<file path="src/rtl/dac_spi_serdes_pkg.sv">
// Shared types and helpers for the DAC/ADC SPI frame engine.
package dac_spi_pkg;

    typedef enum logic [1:0] {IDLE, SETUP, SHIFT, HOLD} spi_state_t;

    // Bits needed to hold n-1, never less than one.
    function automatic int unsigned clog2_min1(input int unsigned n);
        return (n <= 2) ? 1 : $clog2(n);
    endfunction

endpackage

</file>
<file path="src/rtl/dac_spi_serdes_if.sv">
// Parallel word handshake between the sample-control FSM and the SPI engine.
interface dac_spi_serdes_if #(
    parameter int unsigned WIDTH = 12
);
    logic [WIDTH-1:0] tx_data;
    logic             tx_valid;
    logic             tx_ready;
    logic [WIDTH-1:0] rx_data;
    logic             rx_valid;
    logic             busy;

    modport master (
        output tx_data, tx_valid,
        input  tx_ready, rx_data, rx_valid, busy
    );

    modport slave (
        input  tx_data, tx_valid,
        output tx_ready, rx_data, rx_valid, busy
    );
endinterface

</file>
<file path="src/rtl/dac_spi_serdes_clk_tick.sv">
// CLK_DIV down-counter: one-cycle tick every CLK_DIV running cycles, reloaded by clear.
module spi_clk_tick
    import dac_spi_pkg::*;
#(
    parameter int unsigned CLK_DIV = 2
) (
    input  logic clk,
    input  logic reset,
    input  logic clear,
    input  logic run,
    output logic tick
);
    localparam int unsigned     CW   = clog2_min1(CLK_DIV);
    localparam logic [CW-1:0]   LOAD = CW'(CLK_DIV - 1);

    logic [CW-1:0] cnt_q, cnt_d;

    always_comb begin
        cnt_d = cnt_q;
        tick  = 1'b0;
        if (clear) begin
            cnt_d = LOAD;
        end else if (run) begin
            if (cnt_q == '0) begin
                tick  = 1'b1;
                cnt_d = LOAD;
            end else begin
                cnt_d = cnt_q - 1'b1;
            end
        end
    end

    always_ff @(posedge clk) begin
        if (reset) cnt_q <= '0;
        else       cnt_q <= cnt_d;
    end
endmodule

</file>
<file path="src/rtl/dac_spi_serdes.sv">
// Full-duplex SPI mode-0 frame engine; generates sclk/cs_n and returns the captured word.
// Optional build macro LSB_FIRST_EN: shift LSB first in both directions.
module dac_spi_serdes
    import dac_spi_pkg::*;
#(
    parameter int unsigned WIDTH   = 12,
    parameter int unsigned CLK_DIV = 2
) (
    input  logic            clk,
    input  logic            reset,
    dac_spi_serdes_if.slave bus,
    input  logic            sdi,
    output logic            sclk,
    output logic            sdo,
    output logic            cs_n
);
    localparam int unsigned   BW       = clog2_min1(WIDTH);
    localparam logic [BW-1:0] LAST_BIT = BW'(WIDTH - 1);

    spi_state_t       state_q, state_d;
    logic [WIDTH-1:0] tx_shift_q, tx_shift_d;
    logic [WIDTH-1:0] rx_shift_q, rx_shift_d;
    logic [WIDTH-1:0] rx_data_q, rx_data_d;
    logic             rx_valid_q, rx_valid_d;
    logic [BW-1:0]    bit_cnt_q, bit_cnt_d;
    logic             sclk_q, sclk_d;
    logic             cs_n_q, cs_n_d;
    logic             accept, run, tick;

    assign run    = (state_q != IDLE);
    assign accept = bus.tx_valid && (state_q == IDLE);

    spi_clk_tick #(.CLK_DIV(CLK_DIV)) u_tick (
        .clk   (clk),
        .reset (reset),
        .clear (accept),
        .run   (run),
        .tick  (tick)
    );

    always_comb begin
        state_d    = state_q;
        tx_shift_d = tx_shift_q;
        rx_shift_d = rx_shift_q;
        rx_data_d  = rx_data_q;
        rx_valid_d = 1'b0;
        bit_cnt_d  = bit_cnt_q;
        sclk_d     = sclk_q;
        cs_n_d     = cs_n_q;
        case (state_q)
            IDLE: begin
                if (accept) begin
                    tx_shift_d = bus.tx_data;
                    bit_cnt_d  = LAST_BIT;
                    sclk_d     = 1'b0;
                    cs_n_d     = 1'b0;
                    state_d    = SETUP;
                end
            end
            SETUP: begin
                if (tick) state_d = SHIFT;
            end
            SHIFT: begin
                if (tick) begin
                    sclk_d = ~sclk_q;
                    if (!sclk_q) begin
`ifdef LSB_FIRST_EN
                        rx_shift_d = {sdi, rx_shift_q[WIDTH-1:1]};
`else
                        rx_shift_d = {rx_shift_q[WIDTH-2:0], sdi};
`endif
                    end else if (bit_cnt_q != '0) begin
`ifdef LSB_FIRST_EN
                        tx_shift_d = {1'b0, tx_shift_q[WIDTH-1:1]};
`else
                        tx_shift_d = {tx_shift_q[WIDTH-2:0], 1'b0};
`endif
                        bit_cnt_d  = bit_cnt_q - 1'b1;
                    end else begin
                        // Last falling edge: sdo keeps the final bit through HOLD.
                        state_d = HOLD;
                    end
                end
            end
            HOLD: begin
                if (tick) begin
                    cs_n_d     = 1'b1;
                    rx_data_d  = rx_shift_q;
                    rx_valid_d = 1'b1;
                    state_d    = IDLE;
                end
            end
            default: state_d = IDLE;
        endcase
    end

    always_ff @(posedge clk) begin
        if (reset) begin
            state_q    <= IDLE;
            tx_shift_q <= '0;
            rx_shift_q <= '0;
            rx_data_q  <= '0;
            rx_valid_q <= 1'b0;
            bit_cnt_q  <= '0;
            sclk_q     <= 1'b0;
            cs_n_q     <= 1'b1;
        end else begin
            state_q    <= state_d;
            tx_shift_q <= tx_shift_d;
            rx_shift_q <= rx_shift_d;
            rx_data_q  <= rx_data_d;
            rx_valid_q <= rx_valid_d;
            bit_cnt_q  <= bit_cnt_d;
            sclk_q     <= sclk_d;
            cs_n_q     <= cs_n_d;
        end
    end

`ifdef LSB_FIRST_EN
    assign sdo = tx_shift_q[0];
`else
    assign sdo = tx_shift_q[WIDTH-1];
`endif
    assign sclk         = sclk_q;
    assign cs_n         = cs_n_q;
    assign bus.tx_ready = (state_q == IDLE);
    assign bus.busy     = (state_q != IDLE);
    assign bus.rx_data  = rx_data_q;
    assign bus.rx_valid = rx_valid_q;
endmodule

</file>
<file path="src/flat_wrapper.sv">
// flat-port wrapper written by rule: the top's interface ports become plain ports
module dac_spi_serdes_flat import dac_spi_pkg::*;
#(
    parameter int unsigned WIDTH   = 12,
    parameter int unsigned CLK_DIV = 2
)
  (clk, reset, sdi, sclk, sdo, cs_n, bus_tx_data, bus_tx_valid, bus_tx_ready, bus_rx_data, bus_rx_valid, bus_busy);
  dac_spi_serdes_if #(.WIDTH(WIDTH)) bus_i ();
  input  logic clk;
  input  logic reset;
  input  logic sdi;
  output logic sclk;
  output logic sdo;
  output logic cs_n;
  input wire logic [$bits(bus_i.tx_data)-1:0] bus_tx_data;
  input wire logic [$bits(bus_i.tx_valid)-1:0] bus_tx_valid;
  output wire logic [$bits(bus_i.tx_ready)-1:0] bus_tx_ready;
  output wire logic [$bits(bus_i.rx_data)-1:0] bus_rx_data;
  output wire logic [$bits(bus_i.rx_valid)-1:0] bus_rx_valid;
  output wire logic [$bits(bus_i.busy)-1:0] bus_busy;
  assign bus_i.tx_data = bus_tx_data;
  assign bus_i.tx_valid = bus_tx_valid;
  assign bus_tx_ready = bus_i.tx_ready;
  assign bus_rx_data = bus_i.rx_data;
  assign bus_rx_valid = bus_i.rx_valid;
  assign bus_busy = bus_i.busy;
  dac_spi_serdes #(.WIDTH(WIDTH), .CLK_DIV(CLK_DIV)) u_core (.clk(clk), .reset(reset), .bus(bus_i), .sdi(sdi), .sclk(sclk), .sdo(sdo), .cs_n(cs_n));
endmodule
</file>
<file path="config.mk">
export PLATFORM = sky130hd
export DESIGN_NAME = dac_spi_serdes_flat
export DESIGN_NICKNAME = d
export VERILOG_FILES = /design/src/rtl/dac_spi_serdes_pkg.sv /design/src/rtl/dac_spi_serdes_if.sv /design/src/rtl/dac_spi_serdes_clk_tick.sv /design/src/rtl/dac_spi_serdes.sv /design/src/flat_wrapper.sv
export SDC_FILE = /design/constraint.sdc
export NUM_CORES = 1
export LEC_CHECK = 0
export CORE_MARGIN = 3
export CORE_UTILIZATION = 56
export DETAILED_ROUTE_END_ITERATION = 8
export PLACE_DENSITY = 0.88
export SYNTH_ARGS = -nofsm -noshare
export SYNTH_HDL_FRONTEND = slang
export SYNTH_SLANG_ARGS = --single-unit
</file>
<file path="constraint.sdc">
create_clock -name clk -period 4.5 [get_ports clk]
set_input_delay 0.675 -clock clk [delete_from_list [all_inputs] [get_ports clk]]
set_output_delay 0.675 -clock clk [all_outputs]
set_load 0.02 [all_outputs]
</file>
Word-level counts from Yosys, hierarchy flattened
Index checks and enable logic that the tools add are counted.
{ "classes": {"n_addsub": 2, "eq_ne": 10, "muxes": 29, "bitwise_logic": 2, "reduce_logical": 14} }
{ "op_table": {"columns": ["cell", "n"], "rows": [
  ["12-bit two-way mux", 4],
  ["12-bit one-hot mux with 2 select lines", 1],
  ["4-bit two-way mux", 4],
  ["2-bit two-way mux", 6],
  ["2-bit by 1-bit != test with 1-bit output, second input constant", 6],
  ["1-bit two-way mux", 10],
  ["3-bit AND reduction", 3],
  ["2-bit one-hot mux with 4 select lines", 1],
  ["4-bit one-hot mux with 2 select lines", 1],
  ["2-bit nonzero test", 4],
  ["6-bit AND reduction", 1],
  ["5-bit AND reduction", 1],
  ["2-bit equality test, second input constant", 2],
  ["1-bit one-hot mux with 2 select lines", 2],
  ["4-bit nonzero test", 1],
  ["4-bit by 1-bit subtractor with 4-bit output, second input constant", 1],
  ["2-bit by 1-bit equality test with 1-bit output, second input constant", 1],
  ["2-bit logical NOT", 1],
  ["2-bit != test, second input constant", 1],
  ["1-bit NOT", 2],
  ["2-bit AND reduction", 1],
  ["2-bit OR reduction", 1],
  ["1-bit logical AND", 1],
  ["1-bit subtractor, second input constant", 1]
]} }
{ "word_totals": {"reg_bits": 46, "inputBits": 16} }

Longest topological paths before layout
{ "depth": {"ltp_word": 5, "depth_mapped": 8, "depth_no_buf": 6} }

By module
Synthesis repeated with hierarchy kept, for this count alone.
{ "unflattened": {"hier_cells": 217, "hier_area_um2": 2038.2} }
{ "by_module_without_submodules": {"columns": ["module", "instances", "cells_each", "area_per_inst_um2"], "rows": [
  ["dac_spi_serdes", 1, 212, 1993.2],
  ["spi_clk_tick", 1, 5, 45.0]
]} }

Worst setup path after synthesis
No wires, ideal clock.
{ "synth_path": {"kind": "register to register", "from": "register u_core.state_q[0]", "to": "register u_core.tx_shift_q[11]", "t_arrival_ns": 1.661, "required_time_ns": 4.420, "path_slack_ns": 2.759, "stages_incl_launch_ff": 8, "path_buffers": 1, "period_less_slack_ns": 1.741, "path_cell_list": "dfxtp_1 > inv_1 > ha_1 > nand4bb_4 > o21ai_4 > buf_6 > nor2_1 > a211oi_2"} }
{ "synth_via": {"elab_chain_cells": 5, "elab_cells_between_ends": 13, "classes_between": "5 x eq/ne; 3 x mux; 5 x reduce/logical"} }
{ "synth_lines": {"columns": ["element", "line_no", "text"], "rows": [
  ["start: declaration", "dac_spi_serdes.sv:20", "spi_state_t state_q, state_d;"],
  ["start signal: assignment", "dac_spi_serdes.sv:108", "state_q <= state_d;"],
  ["2-bit logical NOT (*)", null, null],
  ["named net bus_tx_ready", "flat_wrapper.sv:17", "output wire logic [$bits(bus_i.tx_ready)-1:0] bus_tx_ready;"],
  ["1-bit logical AND", "dac_spi_serdes.sv:31", "assign accept = bus.tx_valid && (state_q == IDLE);"],
  ["1-bit two-way mux", "dac_spi_serdes_clk_tick.sv:21", "if (clear) begin"],
  ["2-bit by 1-bit != test with 1-bit output (no source line)", null, null],
  ["5-bit AND reduction (no source line)", null, null],
  ["end signal: assignment", "dac_spi_serdes.sv:109", "tx_shift_q <= tx_shift_d;"],
  ["end: declaration", "dac_spi_serdes.sv:21", "logic [WIDTH-1:0] tx_shift_q, tx_shift_d;"]
]} }
Mark *: on every way through the listed nets, which the timed path passes. The rest lies on a longest branch.
A chain may end at the register's enable or synchronous reset.

Worst setup path in the final report
{ "layout_path": {"from": "register u_core.state_q[0]", "to": "register u_core.bit_cnt_q[2]"} }
{ "layout_via": {"elab_chain_cells": 5, "elab_cells_between_ends": 13, "classes_between": "5 x eq/ne; 3 x mux; 5 x reduce/logical"} }
{ "layout_lines": {"columns": ["element", "line_no", "text"], "rows": [
  ["2-bit nonzero test or 2-bit logical NOT (tied branches)", "dac_spi_serdes.sv:30, dac_spi_serdes.sv:31, dac_spi_serdes.sv:50", null],
  ["1-bit two-way mux or 1-bit logical AND (tied branches)", "dac_spi_serdes_clk_tick.sv:23, dac_spi_serdes.sv:31", null],
  ["1-bit two-way mux", "dac_spi_serdes_clk_tick.sv:21", null],
  ["2-bit by 1-bit != test with 1-bit output (no source line)", null, null],
  ["5-bit AND reduction (no source line)", null, null],
  ["end signal: assignment", "dac_spi_serdes.sv:113", "bit_cnt_q <= bit_cnt_d;"],
  ["end: declaration", "dac_spi_serdes.sv:25", "logic [BW-1:0] bit_cnt_q, bit_cnt_d;"]
]} }
Parallel ways exist; a longest one is shown, timed or not.

==> flow_metrics.py <==
metrics = {
    "worst_setup_path": {
        "cpPeakStageDelay_ns": 0.85,
        "cpLargestDelayFamily": "compound AO/OA/AOI/OAI gates",
        "slowest_stage": "ha_1",
        "crit_path_end_kind": "flip-flop",
        "critPathKind": "flip-flop to flip-flop",
        "worstPathCellList": "inv_1 > ha_1 > nand4bb_4 > o21ai_4 > o21ai_0 > a31o_1",
        "start_kind": "flip-flop",
        "cp_max_fo": 26,
        "cp_num_buf_inv": 1,
        "cp_data_arrival_time_ns": 2.93,
        "crit_required_ns": 4.77,
    },
    "timing": {
        "hold_viol": 0,
        "finalSetupViolations": 0,
        "period_needed_ns": 2.66,
        "layout_setup_ws_ns": 1.84,
        "finClkSkew_ns": 0.00893,
        "rsz0062_at_grt": "no",
        "post-route-period-util_pct": 59.1,
        "clock.fmax_ghz": 0.376,
        "worst_pin_slew_ns": 1.02,
        "relSlewSlack_pct": 32.1,
        "tns_ns": 0,
        "maxSlewViolCount": 0,
    },
    "drt": {
        "wl_per_cell_um": 13.4,
        "detail-route-antenna-nets": 0,
        "vias_per_cell": 5.43,
        "drt_iter0_markers": 113,
        "drc": 0,
        "routed-via-count": 1493,
        "drt_first_pass_iters": 4,
        "drt-total-wl_um": 3680,
    },
    "grt": {
        "use_met1_pct": 25.9,
        "antenna_found_initial": 0,
        "track_usage_pct": 19.9,
        "grt_max_degree": 35,
        "use_met2_pct": 30.6,
        "grt_pass1_wl_um": 6580,
        "grt_use_met3_pct": 6.32,
        "busiest_layer": "met2",
        "grt_pass1_vias": 1482,
        "gr-total-overflow": 0,
    },
    "floorplanning": {
        "die_h_um": 65.4,
        "fp.dieW_um": 65.4,
        "die-area_um2": 4270,
        "design.core.area_um2": 3200,
        "row_count": 20,
        "ios": 34,
        "initial_utilization_pct": 61.6,
    },
    "place": {
        "io_buffers": 33,
        "gp_congestion": 0.828,
        "preCtsSetupSlack_ns": 1.87,
        "hpwlAfterDp_um": 2530,
    },
    "synthesis": {
        "syn_area_um2": 1970,
        "syn_inst": 201,
        "yosysSeqAreaShare_pct": 46.6,
        "post_synth_num_cell_types": 33,
        "synth_seq_cells": 46,
        "yosys_warnings": 0,
        "syn-num-nets": 224,
        "syn_area_per_cell_um2": 9.82,
    },
    "clock_network": {
        "insertion_delay_ns": 0.36,
        "cts_setup_buffers": 0,
        "ctsResizeCount": 0,
        "clock_path_buffers": 2,
        "cts_made_buffers": 5,
        "cts_tree": "yes",
        "clkTransAtPathRegs_ns": 0.13,
        "htreeDepth": 2,
        "postCtsHoldBufs": 0,
        "cts_root_buffer": "clkbuf_4",
        "cts_sinks": 46,
    },
    "worst_hold_path": {
        "holdCritPathClass": "flip-flop to flip-flop",
    },
    "power_and_ir_drop": {
        "power_w": 0.00106,
        "p_leak_nw": 0.834,
        "power_density_nw_per_um2": 449,
        "ir_worst_vdd_mv": 0.248,
    },
    "finish": {
        "fillers": 247,
        "diodes": 0,
        "nets": 253,
        "area_growth_pct": 19.0,
        "drive_gt1_share_pct": 9.96,
    },
    "status": {
        "status": "completed",
    },
    "flow_run": {
        "cap_viol_max_count": 0,
    },
}
cells in the final DEF, fill, tap and decap left out, types with 3 or more instances in the layout:
cell type / synthesis / final
a211oi_1: 3 / 3
a211oi_2: 10 / 10
a21oi_1: 17 / 17
a22o_1: 12 / 12
a311oi_1: 4 / 4
and3_1: 3 / 3
clkbuf_4: 0 / 5
clkdlybuf4s50_1: 0 / 33
dfxtp_1: 46 / 46
ha_1: 7 / 7
inv_1: 8 / 8
mux2i_1: 12 / 12
nand2_1: 28 / 28
nor2_1: 16 / 16
o21ai_0: 3 / 3
synthesized netlist by cell type, drive strengths merged:
library cell   n  area (um^2)
dfxtp         46          921
nand2         28          105
a21oi         17         85.1
nor2          16         60.1
a211oi        13          148
a22o          12          105
mux2i         12          120
inv            8         30.0
buf            7         53.8
ha             7         87.6
clkbuf         5         18.8
o21ai          5         36.3
a311oi         4         35.0
and3           3         18.8
a31o           2         17.5
nor2b          2         12.5
nor3           2         10.0
nor4           2         12.5
a31oi          1         6.26
and2           1         6.26
and4bb         1         12.5
nand2b         1         6.26
nand3b         1         7.51
nand4bb        1         27.5
nor3b          1         7.51
o22ai          1         6.26
or3            1         6.26
or3b           1         11.3
metrics by stage:
| stage | hold WS (ns) | instance area [um^2] | util [%] | instances |
|---|---|---|---|---|
| after floorplan | 0.436 | 1970 | - | 201 |
| after global placement | 0.446 | 2290 | 71.6 | 267 |
| after detailed placement | 0.449 | 2290 | 71.6 | 267 |
| after CTS | 0.465 | 2350 | 73.4 | 275 |
| after global routing | 0.508 | 2350 | 73.4 | 275 |
| final | 0.463 | 2350 | 73.4 | 275 |
logic make-up (layout without fill, tap and decap cells):
| logic type | after synthesis | after routing | synth area share (%) |
|---|---|---|---|
| multiplexers | 12 | 12 | 6.08 |
| AO/OA/AOI/OAI | 55 | 55 | 22.2 |
| AND/OR/NAND/NOR | 61 | 61 | 15.4 |
| adder cells (fa/ha/maj) | 7 | 7 | 4.44 |
| buffers and inverters | 20 | 50 | 5.20 |
| flip-flops | 46 | 46 | 46.6 |
registers in the layout, summed over array words and instances (netlist names):
signal and count:
u_core.bus.rx_data 12, u_core.rx_shift_q 12, u_core.tx_shift_q 12, u_core.bit_cnt_q 4
u_core.state_q 2, u_core.bus.rx_valid 1, u_core.cs_n 1, u_core.sclk 1
u_core.u_tick.cnt_q 1
worst register-to-register path: stages (launching register included):
cell and delay (ns):
dfxtp_1 0.36, inv_1 0.13, ha_1 0.85, nand4bb_4 0.18, o21ai_4 0.60, o21ai_0 0.19
a31o_1 0.25
routing by layer:
| layer | wire length (um) | vias to the layer above |
|---|---|---|
| met5 | 0 | - |
| met4 | 49 | 0 |
| met3 | 181 | 6 |
| met2 | 1660 | 36 |
| met1 | 1790 | 679 |
| li1 | - | 772 |
report_power, final:
group	internal (W)	switching, W
logic	0.000159	0.000194
registers	0.000468	0.0000438
clock network	0.0000615	0.000130
final cells by class:
class                   instances  area, um^2  area share [%]
well taps                      44        55.1            2.34
inverters                       8        30.0            1.28
flip-flops and latches         46         921            39.2
repair buffers                 34         338            14.4
clock inverters                 2        13.8           0.586
multi-input cells             135         951            40.5
clock buffers                   6        41.3            1.76
worst paths after layout:
check / slack, ns / startpoint / to / cells past startpoint
setup / recovery: 1.84 / u_core.state_q[0]$_SDFFE_PP0P_ / u_core.bit_cnt_q[2]$_SDFFE_PP0P_ / 6
hold / removal: 0.46 / u_core.rx_shift_q[11]$_SDFFE_PP0P_ / u_core.rx_shift_q[11]$_SDFFE_PP0P_ / 2
setup reg to reg: 1.84 / u_core.state_q[0]$_SDFFE_PP0P_ / u_core.bit_cnt_q[2]$_SDFFE_PP0P_ / 6
hold reg to reg: 0.46 / u_core.rx_shift_q[11]$_SDFFE_PP0P_ / u_core.rx_shift_q[11]$_SDFFE_PP0P_ / 2
(Power assumes the default switching activity.)
